### config.mk
export PLATFORM = sky130hd
export DESIGN_NAME = sr_bank_arbiter
export DESIGN_NICKNAME = d
export VERILOG_FILES = /design/src/rtl/sr_bank_pkg.sv /design/src/rtl/sr_bank_arbiter_cell.sv /design/src/rtl/sr_bank_arbiter.sv
export SDC_FILE = /design/constraint.sdc
export NUM_CORES = 1
export LEC_CHECK = 0
export CAP_MARGIN = 0
export CORE_MARGIN = 5
export CORE_UTILIZATION = 35
export CTS_BUF_LIST = sky130_fd_sc_hd__clkbuf_4 sky130_fd_sc_hd__clkbuf_8
export DETAILED_ROUTE_END_ITERATION = 8
export PLACE_DENSITY = 0.59
export SYNTH_ARGS = -nofsm -noshare
export SYNTH_HDL_FRONTEND = slang
export SYNTH_SLANG_ARGS = --single-unit
### constraint.sdc
create_clock -name clk -period 5 [get_ports clk]
set_clock_uncertainty 0.2 [all_clocks]
set_input_delay 1.25 -clock clk [delete_from_list [all_inputs] [get_ports clk]]
set_output_delay 1.25 -clock clk [all_outputs]
set_load 0.02 [all_outputs]
### src/rtl/sr_bank_pkg.sv
// Shared constants and the round-robin pick helper for the SR cell bank arbiter.
package sr_bank_pkg;

  // {s,r} command encodings
  localparam logic [1:0] CMD_NOP = 2'b00;
  localparam logic [1:0] CMD_CLR = 2'b01;
  localparam logic [1:0] CMD_SET = 2'b10;
  localparam logic [1:0] CMD_ILL = 2'b11;

  // Widest requester vector the pick helper handles; callers zero-extend into it.
  localparam int RR_MAX = 32;
  localparam int RR_IW  = 5;

  // One-hot grant to the first valid requester at or above ptr, wrapping modulo nreq.
  function automatic logic [RR_MAX-1:0] rr_pick(input logic [RR_MAX-1:0] valid,
                                                input int unsigned       nreq,
                                                input int unsigned       ptr);
    logic [RR_MAX-1:0] grant;
    int unsigned       k;
    grant = '0;
    for (int unsigned o = 0; o < RR_MAX; o++) begin
      if (o < nreq) begin
        k = (ptr + o) % nreq;
        if (valid[k[RR_IW-1:0]] && (grant == '0)) grant[k[RR_IW-1:0]] = 1'b1;
      end
    end
    return grant;
  endfunction

endpackage

### src/rtl/sr_bank_arbiter_cell.sv
// Single SR flip-flop cell: 00 hold, 01 clear, 10 set, 11 hold (never driven by the arbiter).
module sr_cell (
  input  logic clk,
  input  logic rst_n,
  input  logic s,
  input  logic r,
  output logic q
);

  // Cell state update from the {s,r} pair.
  // NOTE: sequential state uses non-blocking assignments so all flops sample pre-edge values.
  always_ff @(posedge clk or negedge rst_n) begin
    if (!rst_n) begin
      q <= 1'b0;
    end else begin
      case ({s, r})
        2'b01:   q <= 1'b0;
        2'b10:   q <= 1'b1;
        default: q <= q;
      endcase
    end
  end

endmodule

### src/rtl/sr_bank_arbiter.sv
// Bank of NBITS SR cells with round-robin shared write access among NREQ requesters.
// One command is accepted per cycle; the illegal {1,1} encoding and out-of-range indices
// are trapped into a sticky error flag and never reach the cells.
module sr_bank_arbiter
  import sr_bank_pkg::*;
#(
  parameter int NREQ  = 4,
  parameter int NBITS = 8,
  parameter int IDXW  = $clog2(NBITS),
  parameter int RIDW  = $clog2(NREQ)
) (
  input  logic                 clk,
  input  logic                 rst_n,
  input  logic                 clr_all,
  input  logic [NREQ-1:0]      req_valid,
  input  logic [2*NREQ-1:0]    req_cmd,
  input  logic [IDXW*NREQ-1:0] req_idx,
  output logic [NREQ-1:0]      req_ready,
  output logic [NBITS-1:0]     q,
  output logic                 err,
  output logic [RIDW-1:0]      err_rid,
  input  logic                 err_clr
);

  localparam bit IDX_POW2 = ((1 << IDXW) == NBITS);

  logic [RIDW-1:0]   rr_ptr;
  logic [RR_MAX-1:0] valid_ext;
  logic [RR_MAX-1:0] grant_ext;
  logic [NREQ-1:0]   grant;
  logic              acc;
  logic [RIDW-1:0]   win_id;
  logic [1:0]        sel_cmd;
  logic [IDXW-1:0]   sel_idx;
  logic              idx_ok;
  logic              ill;
  logic [NBITS-1:0]  cell_s;
  logic [NBITS-1:0]  cell_r;

  // Arbitration: no grant while in reset or during a bulk clear.
  // NOTE: every combinational output gets a default first so no latch is inferred.
  always_comb begin
    valid_ext = '0;
    if (rst_n && !clr_all) valid_ext[NREQ-1:0] = req_valid;
    grant_ext = rr_pick(valid_ext, NREQ, 32'(rr_ptr));
    grant     = grant_ext[NREQ-1:0];
    acc       = |grant_ext;
    req_ready = grant;
  end

  // Winner mux: id, command and target index of the granted requester.
  always_comb begin
    win_id  = '0;
    sel_cmd = CMD_NOP;
    sel_idx = '0;
    for (int i = 0; i < NREQ; i++) begin
      if (grant[i]) begin
        win_id  = RIDW'(i);
        sel_cmd = req_cmd[2*i +: 2];
        sel_idx = req_idx[IDXW*i +: IDXW];
      end
    end
    idx_ok = IDX_POW2 || (32'(sel_idx) < 32'(NBITS));
    ill    = acc && ((sel_cmd == CMD_ILL) || !idx_ok);
  end

  // Cell drive decode: only the addressed cell sees the accepted command; bulk clear hits all.
  always_comb begin
    cell_s = '0;
    cell_r = '0;
    for (int b = 0; b < NBITS; b++) begin
      if (acc && idx_ok && (sel_idx == IDXW'(b))) begin
        cell_s[b] = (sel_cmd == CMD_SET);
        cell_r[b] = (sel_cmd == CMD_CLR);
      end
      if (clr_all) cell_r[b] = 1'b1;
    end
  end

  // Round-robin pointer and sticky error tracking; a new error wins over err_clr.
  always_ff @(posedge clk or negedge rst_n) begin
    if (!rst_n) begin
      rr_ptr  <= '0;
      err     <= 1'b0;
      err_rid <= '0;
    end else begin
      if (acc) rr_ptr <= (win_id == RIDW'(NREQ - 1)) ? '0 : win_id + 1'b1;
      if (ill) begin
        err     <= 1'b1;
        err_rid <= win_id;
      end else if (err_clr) begin
        err <= 1'b0;
      end
    end
  end

  // Cell array.
  for (genvar b = 0; b < NBITS; b++) begin : g_cell
    sr_cell u_cell (
      .clk   (clk),
      .rst_n (rst_n),
      .s     (cell_s[b]),
      .r     (cell_r[b]),
      .q     (q[b])
    );
  end

endmodule

==> results.py, run 1 <==
metrics = {
    "die": {
        "ios": 43,
        "core-area_sq_mm": 0.004786,
        "initial_core_util_pct": 36.42,
        "die_x_um": 80.57,
        "die_y_um": 80.57,
        "rows": 25,
        "die_area_sq_mm": 0.006491,
    },
    "synth": {
        "seq_area_frac_synth_pct": 18.66,
        "ys_seq_elements": 13,
        "syn-instance-count": 182,
        "post_synth_num_cell_types": 67,
        "syn-cell-area_sq_mm": 0.001743,
        "async_flop_share_pct": 100.0,
        "synth_area_per_cell_sq_um": 9.576,
        "synth_edf_count": 0,
        "syn_nets": 226,
        "synth_warnings": 0,
        "synth_ff_type": "dfrtp_1",
    },
    "routing": {
        "drtAntennaViolNets": 0,
        "wl_per_cell_um": 13.59,
        "drc": 0,
        "wl_mm": 4.296,
        "first_pass_iters": 4,
        "drt_iter0_drc": 81,
        "viasPerCell": 5.177,
        "via_count": 1636,
    },
    "final_layout": {
        "num_antenna_cells": 0,
        "drive_gt1_share_pct": 38.96,
        "stdcell_count": 316,
        "synthToLayoutAreaGrowth_pct": 45.44,
        "final_cell_mix": "clkdlybuf4s50_1, buf_4, nor2_1",
        "nets": 294,
    },
    "sta": {
        "slew_headroom_pct": 68.10,
        "worstMarginPinSlew_ns": 0.4785,
        "min_period_over_period_pct": 95.99,
        "setup_viol": 0,
        "drv_slew": 0,
        "hold_violations": 0,
        "rsz0062_at_grt": "false",
        "fmaxAchievable_mhz": 208.4,
        "min_period_ns": 4.799,
        "fin_ws_ns": 0.2007,
        "holdWs_ns": 0.3037,
    },
    "placed_design": {
        "pre_cts_ws_ns": -0.4451,
        "io_buffers": 42,
        "dp_hpwl_mm": 3.434,
        "gp_congestion": 0.8153,
        "dp.cells": 310,
    },
    "clocking": {
        "clock-sinks": 13,
        "cts_max_path_buffers": 2,
        "worstSkewPairLatency_ns": 0.24,
        "cts.clk_slew.worst_paths_ns": 0.05,
        "htreeDepth": 1,
        "cts_root_buffer": "clkbuf_8",
        "cts_hold_buf": 0,
        "tritoncts": "done",
        "cts_buffers": 3,
    },
    "critical_path": {
        "cp.required_ns": 3.55,
        "crit_family": "simple AND/OR/NAND/NOR gates",
        "worstSetupPathType": "primary input to output pin",
        "r2r_slack_ns": 0.61,
        "cp_data_arrival_time_ns": 3.35,
        "slowest_stage": "or3b_4",
        "start_kind": "primary input",
        "cp_cell_sequence": "dlygate4sd2_1, or3b_4, o22a_4, mux2_4, nor2_1, nor4bb_4, a21o_2, buf_2",
        "critical_path.endpoint_type": "output pin",
        "critPathBufInv": 2,
        "slowest_delay_ns": 0.39,
        "cp_max_fo": 6,
    },
    "min_path": {
        "min_path_type": "flip-flop to flip-flop",
    },
    "global_routing": {
        "antenna_found_initial": 0,
        "grt_pass1_vias": 1587,
        "gr-total-overflow": 0,
        "grt_pass1_wl_mm": 7.210,
        "grt_usage_pct": 13.84,
        "grt_max_degree": 16,
    },
    "power": {
        "worst_ir_drop_vdd_uv": 244.4,
        "cellPowerDensity_mw_per_mm2": 476.1,
        "leakage_nw": 1.150,
        "p_total_w": 0.001207,
    },
    "run_status": {
        "status": "finished, final reports clean",
    },
    "job": {
        "cap_violations": 0,
    },
}
state kept, by name, indices dropped and copies added, names as in the netlist:
name	flops
err_rid	2
g_cell.u_cell.q	8
rr_ptr	2
err	1
Yosys cell counts, drive strengths merged (2+ instances only):
master	number	area [sq um]
nand2b	4	35.03
o221a	3	33.78
clkbuf	2	8.750
mux2i	4	43.79
nand3b	2	15.01
inv	9	33.78
o22ai	3	38.79
a2111oi	2	36.29
nand2	13	51.30
nor3	6	40.04
a22oi	3	22.52
o221ai	3	26.28
o21ai	8	43.79
ha	16	200.2
nor2	19	71.32
or3b	2	20.02
mux2	12	150.2
a21o	3	25.03
a21oi	9	48.80
buf	11	83.82
a211oi	3	35.03
o211ai	3	36.28
dfrtp	13	325.3
nand3	5	25.02
layout make-up:
type / instances / area (sq um)
Fill cell: 463 / 2251
Multi-Input combinational cell: 147 / 1373
Timing Repair Buffer: 76 / 670.6
Sequential cell: 13 / 325.3
Tap cell: 67 / 83.83
Clock buffer: 4 / 48.80
Inverter: 9 / 33.78
worst register-to-register path, delay by kind of cell, from the launching register on:
family / cells / cell delay, ns
buffers and inverters: 6 / 0.77
AND/OR/NAND/NOR: 3 / 0.84
adder cells (fa/ha/maj): 2 / 0.61
AO/OA/AOI/OAI: 7 / 1.18
multiplexers: 1 / 0.32
flip-flops: 1 / 0.37
through the flow:
stage	area, sq um	setup TNS (ns)	utilization [%]
final	2535	0	52.97
after global routing	2535	0	52.97
after CTS	2466	0	51.53
after global placement	2395	-4.726	50.04
after floorplan	1743	0	-
after detailed placement	2395	-4.731	50.04
per-layer routing:
layer	part of all wire (%)	wire (um)	GRT usage (%)
met1	49	2090	19.77
met2	46	1960	21.69
met3	4.7	203	1.570
met4	0.98	42	4.054
met5	0	0	0
power by group:
group | internal (W) | total, W | switching (W)
Sequential | 0.000126 | 0.000136 | 0.00000959
Clock | 0.0000615 | 0.0000967 | 0.0000352
Combinational | 0.000450 | 0.000974 | 0.000524
cell families after synthesis:
group | count (synthesis) | synth area share (%)
AOI/OAI and AO/OA | 52 | 29.36
DFF | 13 | 18.66
buffers and inverters | 22 | 7.249
adders and majority gates | 16 | 11.49
and+or+nand+nor | 62 | 20.82
muxes | 17 | 12.42
path summary, 6_finish.rpt:
check                                               start                        endpoint  cells past startpoint
setup / recovery                                  clr_all                    req_ready[3]                      8
hold / removal             g_cell[4].u_cell.q$_DFFE_PN0P_  g_cell[4].u_cell.q$_DFFE_PN0P_                      1
setup reg to reg                    rr_ptr[0]$_DFFE_PN0N_  g_cell[0].u_cell.q$_DFFE_PN0P_                     19
hold reg to reg            g_cell[4].u_cell.q$_DFFE_PN0P_  g_cell[4].u_cell.q$_DFFE_PN0P_                      1
max in group asynchronous                           rst_n  g_cell[2].u_cell.q$_DFFE_PN0P_                      3
min in group asynchronous                           rst_n  g_cell[6].u_cell.q$_DFFE_PN0P_                      3
repair_timing:
item	in CTS	in global routing
endpoints found under the setup margin	12	8
setup buffers	2	0
pin swaps	9	11
gates resized for setup	26	17
No activity file was read; power rests on OpenSTA's default activity.
==> run 2, diff against run 1 <==
--- a/config.mk
+++ b/config.mk
@@ -8,7 +8,6 @@
 export CAP_MARGIN = 0
 export CORE_MARGIN = 5
 export CORE_UTILIZATION = 35
-export CTS_BUF_LIST = sky130_fd_sc_hd__clkbuf_4 sky130_fd_sc_hd__clkbuf_8
 export DETAILED_ROUTE_END_ITERATION = 8
 export PLACE_DENSITY = 0.59
 export SYNTH_ARGS = -nofsm -noshare
==> run 2 against run 1 <==
Cell area about the same. Fmax fell by 0.28%. Power is 0.11% lower. Critical path depth increased by 8. Routed wire length is 1.1% higher. Via count grew 0.55%. Highest routed layer unchanged. Non-clock buffer count unchanged. First-iteration DRC count rose by 7.4%. Worst hold slack worse by 0.0012 ns. Register-to-register slack barely moved.
==> results.py, run 2 (same netlist as run 1, synthesis figures left out) <==
metrics = {
    "global_routing": {
        "grt_pass1_wl_mm": 7.238,
        "global_route.usage.met2_pct": 21.69,
        "antenna_found_initial": 0,
        "grt_pass1_vias": 1595,
        "use_met3_pct": 1.570,
        "grtUsageMet1_pct": 19.91,
        "grt_usage_pct": 13.88,
        "gr-total-overflow": 0,
        "grt_max_degree": 16,
        "busiest_layer": "met2",
    },
    "final_layout": {
        "nets": 294,
        "design_area_sq_mm": 0.002532,
        "largest_register_ffs": 8,
        "synthToLayoutAreaGrowth_pct": 45.30,
        "final_common_cell": "buf_4",
        "regMostFlops": "g_cell.u_cell.q",
        "num_antenna_cells": 0,
        "final_cell_mix": "buf_4, clkdlybuf4s50_1, nor2_1, ha_1, dfrtp_1",
        "reg_top3": "g_cell.u_cell.q x8, err_rid x2, rr_ptr x2",
        "drive_gt1_share_pct": 39.36,
    },
    "critical_path": {
        "worstSetupPathType": "primary input to flip-flop",
        "ff2ff_path_depth": 19,
        "slowest_delay_ns": 0.39,
        "cp.required_ns": 4.93,
        "critical_path.endpoint_type": "flip-flop",
        "cp_max_fo": 11,
        "cp_cell_sequence": "dlygate4sd2_1, or3b_4, o22a_4, mux2_4, nor2_1, nor4bb_4, a21o_2, buf_4, nor3_1, buf_4, a211oi_4, buf_6, nand3_2, nor2_2, ha_1, mux2_2",
        "regToRegEndpoint": "g_cell[0].u_cell.q$_DFFE_PN0P_",
        "cp_data_arrival_time_ns": 4.74,
        "r2r_start": "rr_ptr[0]$_DFFE_PN0N_",
        "start_kind": "primary input",
        "slowest_stage": "or3b_4",
        "cpMostUsedCell": "buf_4",
        "r2r_slack_ns": 0.61,
    },
    "sta": {
        "worstMarginPinSlew_ns": 0.4755,
        "min_period_ns": 4.813,
        "rsz0062_at_grt": "false",
        "setup_viol": 0,
        "holdWs_ns": 0.3026,
        "fmaxAchievable_mhz": 207.8,
        "min_period_over_period_pct": 96.25,
        "slew_headroom_pct": 68.30,
        "drv_slew": 0,
        "fin_ws_ns": 0.1873,
        "hold_violations": 0,
    },
    "die": {
        "rows": 25,
        "initial_core_util_pct": 36.42,
        "die_area_sq_mm": 0.006491,
        "ios": 43,
        "die_x_um": 80.57,
        "core-area_sq_mm": 0.004786,
        "die_y_um": 80.57,
    },
    "run_status": {
        "status": "finished, final reports clean",
    },
    "clocking": {
        "tritoncts": "done",
        "cts_buffers": 3,
        "cts.clk_slew.worst_paths_ns": 0.05,
        "cts_root_buffer": "clkbuf_8",
        "worstSkewPairLatency_ns": 0.24,
        "cts_hold_buf": 0,
        "htreeDepth": 1,
        "clock-sinks": 13,
        "cts_max_path_buffers": 2,
    },
    "power": {
        "leakage_nw": 1.145,
        "p_total_w": 0.001206,
        "cellPowerDensity_mw_per_mm2": 476.0,
        "worst_ir_drop_vdd_uv": 244.3,
    },
    "job": {
        "cap_violations": 0,
    },
    "routing": {
        "via_count": 1645,
        "viasPerCell": 5.206,
        "drtAntennaViolNets": 0,
        "drt_iter0_drc": 87,
        "wl_per_cell_um": 13.74,
        "drc": 0,
        "wl_mm": 4.343,
        "first_pass_iters": 4,
    },
    "min_path": {
        "min_delay_path_depth": 1,
        "hold-path-endpoint": "g_cell[1].u_cell.q$_DFFE_PN0P_",
        "min_path_type": "flip-flop to flip-flop",
        "hp-start": "g_cell[1].u_cell.q$_DFFE_PN0P_",
    },
    "placed_design": {
        "pre_cts_ws_ns": -0.4451,
        "io_buffers": 42,
        "dp_hpwl_mm": 3.434,
        "gp_congestion": 0.8153,
        "dpl_cell_area_sq_mm": 0.002395,
    },
}
run 2: cell count changes in the layout (fill, tap and decap cells not counted):
cell      change
nor2_1        -2
nor2_2        +2
buf_4         +1
buf_6         -1
clkbuf_1      +1
clkbuf_4      -1
run 2: final cells by class:
cell class                 instances  area (sq um)
inverter                           9         33.78
multi-input combinational        147          1378
sequential                        13         325.3
tap                               67         83.83
clock buffer                       4         45.04
fill                             465          2253
timing repair buffer              76         666.9
run 2: per-layer routing:
metal	up-vias	part of all wire (%)
met5	-	0
met4	0	0.97
met3	5	5.5
met2	50	45
met1	773	48
li1	817	-
run 2: metrics by stage:
| step | TNS [ns] | cells | utilization [%] |
|---|---|---|---|
| finish | 0 | 316 | 52.92 |
| global route | 0 | 316 | 52.92 |
| CTS | 0 | 316 | 51.45 |
| detailed placement | -4.731 | 310 | 50.04 |
| global placement | -4.726 | 310 | 50.04 |
| floorplan | 0 | 182 | - |
run 2: how the worst max path moves through the flow:
stage | from | depth (start not counted) | endpoint
floorplan | clr_all | 13 | g_cell[2].u_cell.q$_DFFE_PN0P_
global placement | rst_n | 16 | g_cell[3].u_cell.q$_DFFE_PN0P_
detailed placement | rst_n | 8 | req_ready[3]
CTS | req_valid[1] | 18 | g_cell[4].u_cell.q$_DFFE_PN0P_
global route | rst_n | 16 | g_cell[6].u_cell.q$_DFFE_PN0P_
finish | clr_all | 16 | g_cell[6].u_cell.q$_DFFE_PN0P_
run 2: critical path: cells and delay by family:
kind,cells,cell delay [ns]
compound gates,3,0.65
fa+ha+maj,1,0.24
buf+inv,4,0.74
mux,2,0.61
simple gates,6,1.24
run 2: where the power goes:
part,internal (W),switching [W]
Combinational,0.000450,0.000527
Sequential,0.000126,0.00000965
Clock,0.0000562,0.0000358
run 2: repair_timing:
action,CTS,global route
endpoints found under the setup margin,12,8
pin swaps,9,9
buffers inserted,2,0
gates resized for setup,26,18
